===== config.mk =====
export PLATFORM = sky130hd
export DESIGN_NAME = sram_port_arbiter
export DESIGN_NICKNAME = d
export VERILOG_FILES = /design/src/rtl/sram_arb_pkg.sv /design/src/rtl/sram_arb_rr_pick.sv /design/src/rtl/sram_port_arbiter.sv
export SDC_FILE = /design/constraint.sdc
export NUM_CORES = 1
export LEC_CHECK = 0
export ABC_AREA = 1
export CORE_AREA = 2 2 101 103
export DETAILED_ROUTE_END_ITERATION = 16
export DIE_AREA = 0 0 103 105
export HOLD_SLACK_MARGIN = 0.1
export PLACE_DENSITY = 0.6
export RECOVER_POWER = 25
export SYNTH_ARGS = -nofsm -noshare
export SYNTH_HDL_FRONTEND = slang
export SYNTH_SLANG_ARGS = --single-unit

===== constraint.sdc =====
create_clock -name clk -period 1.6 [get_ports clk]
set_input_delay 0.16 -clock clk [delete_from_list [all_inputs] [get_ports clk]]
set_output_delay 0.16 -clock clk [all_outputs]
set_load 0.01 [all_outputs]

===== src/rtl/sram_arb_pkg.sv =====
// Shared definitions for the SRAM port arbiter and its round-robin picker.
// Contents:
//   ID_W(n)     width of a binary requester id for n requesters (minimum 1)
//   owner_t     one stage of the in-flight owner pipe {valid, requester id}
//   MAX_*       upper limits on the supported parameter ranges
package sram_arb_pkg;

  localparam int MAX_NUM    = 8;
  localparam int MAX_RD_LAT = 4;
  localparam int MAX_WAIT   = 7;

  function automatic int ID_W(input int n);
    return $clog2(n > 1 ? n : 2);
  endfunction

  // The owner id is sized for the largest supported requester count so the
  // struct can live in the package independent of any instance's NUM.
  localparam int OWNER_ID_W = ID_W(MAX_NUM);

  typedef struct packed {
    logic                  v;
    logic [OWNER_ID_W-1:0] id;
  } owner_t;

endpackage


===== src/rtl/sram_arb_rr_pick.sv =====
// Combinational round-robin picker.
// Scans req starting at ptr and wrapping modulo NUM; the first set bit wins.
// Ports:
//   req  in   NUM   request vector
//   ptr  in   IDW   index with highest priority this cycle (must be < NUM)
//   gnt  out  NUM   one-hot winner, zero when no request is set
//   id   out  IDW   binary index of the winner, 0 when no request is set
module sram_arb_rr_pick
  import sram_arb_pkg::*;
#(
  parameter int NUM = 2,
  parameter int IDW = ID_W(NUM)
) (
  input  logic [NUM-1:0] req,
  input  logic [IDW-1:0] ptr,
  output logic [NUM-1:0] gnt,
  output logic [IDW-1:0] id
);

  function automatic int wrap_idx(input int base, input int k);
    int idx;
    idx = base + k;
    if (idx >= NUM) idx = idx - NUM;
    return idx;
  endfunction

  logic found;

  // Outer loop walks priority order, inner loop keeps every bit select
  // constant so the picker stays a flat mux tree.
  always_comb begin
    gnt   = '0;
    id    = '0;
    found = 1'b0;
    for (int k = 0; k < NUM; k++) begin
      for (int i = 0; i < NUM; i++) begin
        if (!found && req[i] && (i == wrap_idx(int'(ptr), k))) begin
          gnt[i] = 1'b1;
          id     = IDW'(i);
          found  = 1'b1;
        end
      end
    end
  end

endmodule


===== src/rtl/sram_port_arbiter.sv =====
// Shares one single-port SRAM between NUM requesters with round-robin grants,
// optional wait states after every access, and an owner pipe that routes each
// response back to the requester that issued it RD_LAT cycles earlier.
// Ports:
//   clk, reset            clock, synchronous active-high reset
//   req/wr                per-requester request and write flag
//   addr/wdata/be         per-requester byte address, write data, byte enables
//   gnt                   one-hot grant, combinational from req
//   rvalid/rdata          one-hot response strobe and shared response data
//   mem_en/mem_we         SRAM enable and write enable
//   mem_addr/mem_be       SRAM word address and byte enables (4'hf on reads)
//   mem_wdata/mem_rdata   SRAM write data (0 on reads) and read data
module sram_port_arbiter
  import sram_arb_pkg::*;
#(
  parameter int NUM         = 2,
  parameter int DEPTH       = 16384,
  parameter int ADDR_WIDTH  = $clog2(DEPTH),
  parameter int RD_LAT      = 1,
  parameter int WAIT_STATES = 0
) (
  input  logic                  clk,
  input  logic                  reset,
  input  logic [NUM-1:0]        req,
  input  logic [NUM-1:0]        wr,
  input  logic [NUM*32-1:0]     addr,
  input  logic [NUM*32-1:0]     wdata,
  input  logic [NUM*4-1:0]      be,
  output logic [NUM-1:0]        gnt,
  output logic [NUM-1:0]        rvalid,
  output logic [31:0]           rdata,
  output logic                  mem_en,
  output logic                  mem_we,
  output logic [ADDR_WIDTH-1:0] mem_addr,
  output logic [3:0]            mem_be,
  output logic [31:0]           mem_wdata,
  input  logic [31:0]           mem_rdata
);

  localparam int IDW = ID_W(NUM);

  logic [IDW-1:0]              ptr;
  logic [IDW-1:0]              win_id;
  logic [IDW-1:0]              next_ptr;
  logic [NUM-1:0]              pick_gnt;
  logic [2:0]                  busy_cnt;
  owner_t [RD_LAT-1:0]         pipe;
  owner_t                      head;
  logic                        grant_ok;
  logic                        granted;
  logic                        unused_addr_bits;

  sram_arb_rr_pick #(
    .NUM (NUM),
    .IDW (IDW)
  ) u_pick (
    .req (req),
    .ptr (ptr),
    .gnt (pick_gnt),
    .id  (win_id)
  );

  assign grant_ok = !reset && (busy_cnt == 3'd0);
  assign gnt      = grant_ok ? pick_gnt : '0;
  assign granted  = |gnt;
  assign next_ptr = (win_id == IDW'(NUM - 1)) ? '0 : win_id + IDW'(1);

  // Only the word-address bits reach the SRAM.
  assign unused_addr_bits = ^addr;

  // gnt is one-hot, so an OR of the granted requester's fields is a clean mux.
  always_comb begin
    mem_en    = granted;
    mem_we    = 1'b0;
    mem_addr  = '0;
    mem_be    = 4'h0;
    mem_wdata = '0;
    for (int i = 0; i < NUM; i++) begin
      if (gnt[i]) begin
        mem_we   = wr[i];
        mem_addr = addr[32*i+2 +: ADDR_WIDTH];
        if (wr[i]) begin
          mem_be    = be[4*i +: 4];
          mem_wdata = wdata[32*i +: 32];
        end else begin
          mem_be    = 4'hf;
        end
      end
    end
  end

  // The last pipe stage lines up with mem_rdata of the access it describes.
  assign head = pipe[RD_LAT-1];

  always_comb begin
    rvalid = '0;
    rdata  = '0;
    if (!reset && head.v) begin
      rdata = mem_rdata;
      for (int i = 0; i < NUM; i++) begin
        rvalid[i] = (head.id == OWNER_ID_W'(i));
      end
    end
  end

  always_ff @(posedge clk) begin
    if (reset) begin
      ptr      <= '0;
      busy_cnt <= 3'd0;
      pipe     <= '0;
    end else begin
      if (granted) begin
        ptr      <= next_ptr;
        busy_cnt <= 3'(WAIT_STATES);
      end else if (busy_cnt != 3'd0) begin
        busy_cnt <= busy_cnt - 3'd1;
      end
      pipe[0] <= {granted, OWNER_ID_W'(win_id)};
      for (int s = 1; s < RD_LAT; s++) begin
        pipe[s] <= pipe[s-1];
      end
    end
  end

endmodule


==> flow_summary.toml, run 1 <==
[synthesis]
synth_cell_type_count = 21
synthArstFlopShare = 0
netlist_area_sq_um = 1410
ys_seq_elements = 6
yosysWarnings = 0
synthTopCellsByCount = "nand2_1, inv_1, nor2_1, nand3_1, nand4_1"
synthCells = 287
seq_area_frac_synth = 0.0852
yosys.area.top_type = "nand2_1"
synth_ff_type = "dfxtp_1"
synth_edf_count = 0
synth.avg_cell_area_sq_um = 4.91
synth_nets = 463
yosysTopAreaCellShare = 0.237
synth_area_leaders = "nand2_1, nand4_1, nand3_1"
synth_most_common_cell = "nand2_1"

[drt]
drtIter0Drc = 59
vias = 2866
remaining_drc_errors = 0
via_per_inst = 4.25
avgRoutedWirePerCell_microns = 14.5
ant_nets = 0
routed_wl_microns = 9780
first_pass_iters = 4

[sta]
maxSlewHeadroom = 0.837
setup_viol = 54
maxSlewViolCount = 0
worst_slack_ns = -0.237
fin_tns_setup_ns = -9.49
tightest_slew_ns = 0.246
skew_ns = 0.00171
grt_setup_unrepaired = "true"
min_period_ns = 1.84
finalHoldViolations = 0
fmax_ghz = 0.544
fin_crit_sh = 1.15

[power_and_ir_drop]
powerDensity_nw_per_um2 = 917
p_leak_nw = 2.30
ir_drop_mv = 0.352

[critical_path]
cp-start-kind = "register"
reg2reg_slack_ns = 0.10
cp-end-kind = "primary output"
cp.arrival_ns = 1.68
crit_chain = "inv_2, ha_4, buf_6, nand3_4, nor2_4, buf_6, buf_12, buf_8, nand3_2, nand2_1, buf_2"
cpMaxStageDelayCell = "dfxtp_1"
crit_required_ns = 1.44
crit_top_cell = "buf_6"
crit_type = "register to primary output"
path_max_fanout = 7
startpoint = "busy_cnt[0]"
r2r_start = "busy_cnt[0]"
cpPeakStageDelay_ns = 0.30

[finish]
register_area_sq_um = 121
fin_util = 0.444
area_growth_pct = 204
n_antenna_cell = 0
drive_gt1_frac = 0.244
multiInputGateArea_sq_um = 1100
fin_cells = 674
post-route-cell-area_sq_um = 4280
final_nets = 719
fillers = 1027

[clock_network]
numCtsBuffers = 3
cts_hold_buf = 0
cts-root-buf = "clkbuf_8"
htreeDepth = 1
cts_sinks = 6
worstSkewPairLatency_ns = 0.22
clk_pin_slew_worst_paths_ns = 0.04
cts_buffer_depth = 2
cts_tree = "done"

[min_path]
hp-start = "reset"
hp-class = "input pin to register"

[place]
place.gp.congestion = 0.791
place_inst = 642
port_buffers = 225
detailed_place_hpwl_microns = 6620
place_area_sq_um = 3930

[floorplanning]
die_area_sq_um = 10800
die_y_microns = 105
core_sq_um = 9640
start_util = 0.146
die_w_microns = 103
ios = 262
rows = 36

[global_routing]
grt_max_degree = 36
grt_overflow_total = 0
gr-usage-all-layers = 0.152
antenna_found_initial = 0
grt_pass1_vias = 2738
grt_pass1_wl_microns = 13100

[run_status]
violations = "negative setup slack"
status = "finished with violations"

[run]
max-cap-violations = 0
worst max-delay path, delay by kind of cell (launching register included):
| family | cells | cell delay [ns] |
|---|---|---|
| AND/OR/NAND/NOR | 4 | 0.32 |
| flip-flops | 1 | 0.30 |
| buffers and inverters | 6 | 0.65 |
| adder cells (fa/ha/maj) | 1 | 0.16 |
power breakdown:
part / total [mW] / switching [mW] / internal [mW]
Sequential: 0.234 / 0.0278 / 0.207
Clock: 0.228 / 0.0664 / 0.162
Combinational: 3.46 / 1.55 / 1.91
Total: 3.93 / 1.64 / 2.28
registers in the layout, indices dropped and copies added (netlist names):
| register | cells |
|---|---|
| busy_cnt | 3 |
| head | 2 |
| ptr | 1 |
layout by cell type (no fill, tap or decap), drive strengths merged:
| cell type | n |
|---|---|
| clkdlybuf4s50 | 136 |
| buf | 99 |
| nand2 | 91 |
| inv | 44 |
| nor2 | 40 |
| nand3 | 35 |
| nand4 | 32 |
| dlygate4sd2 | 32 |
| clkbuf | 9 |
| o21ai | 7 |
| dfxtp | 6 |
| o211ai | 4 |
| xor2 | 2 |
| ha | 2 |
| a21oi | 1 |
| clkdlybuf4s15 | 1 |
routing by layer:
| layer | up-vias | routed length [microns] | GRT usage |
|---|---|---|---|
| li1 | 1429 | - | - |
| met5 | - | 0 | 0 |
| met3 | 12 | 1210 | 0.0569 |
| met4 | 0 | 180 | 0.0367 |
| met2 | 163 | 5040 | 0.293 |
| met1 | 1262 | 3350 | 0.150 |
path summary, 6_finish.rpt:
path / end / cells after the start
min reg2reg: busy_cnt[2] / 4
max: mem_wdata[26] / 11
max reg2reg: busy_cnt[0] / 11
min: head[0] / 2
kinds of logic after synthesis:
group / count (synthesis) / share of synthesized area
buffers and inverters: 67 / 0.201
xor gates and xnor gates: 2 / 0.0124
DFF: 6 / 0.0852
AOI/OAI and AO/OA: 12 / 0.0577
adders and majority gates: 2 / 0.0177
and+or+nand+nor: 198 / 0.626
through the flow:
| stage | setup slack (ns) | hold slack (ns) | total power, mW |
|---|---|---|---|
| CTS | -0.264 | 0.356 | 3.70 |
| global route | -0.309 | 0.383 | 4.21 |
| global placement | -0.503 | 0.609 | 2.72 |
| floorplan | 0.201 | 0.232 | 1.32 |
| detailed placement | -0.535 | 0.605 | 2.75 |
| finish | -0.237 | 0.356 | 3.93 |
final cells by class:
class / count / share of cell area
inverter: 43 / 0.0395
timing repair inverter: 1 / 0.00263
sequential: 6 / 0.0283
tap: 133 / 0.0389
multi-input combinational: 214 / 0.257
clock buffer: 3 / 0.00964
timing repair buffer: 274 / 0.624
what timing repair did:
item,in CTS,in global routing
pin swaps,22,22
endpoints found under the setup margin,88,59
cloned,8,4
hold endpoints to repair,0,0
buffers inserted,14,6
gates resized for setup,286,34
(Power assumes the default switching activity.)
==> run 2: changes to the inputs <==
Settings changed: HOLD_SLACK_MARGIN 0.1 to unset.
==> results of run 2 <==
Same layout as run 1: the final DEF is identical, and so are final timing and power.
==> run 3: changes to the inputs <==
Settings changed: CTS_CLUSTER_SIZE set to 28.
==> results of run 3 <==
Same layout as run 1: the final DEF is identical, and so are final timing and power.
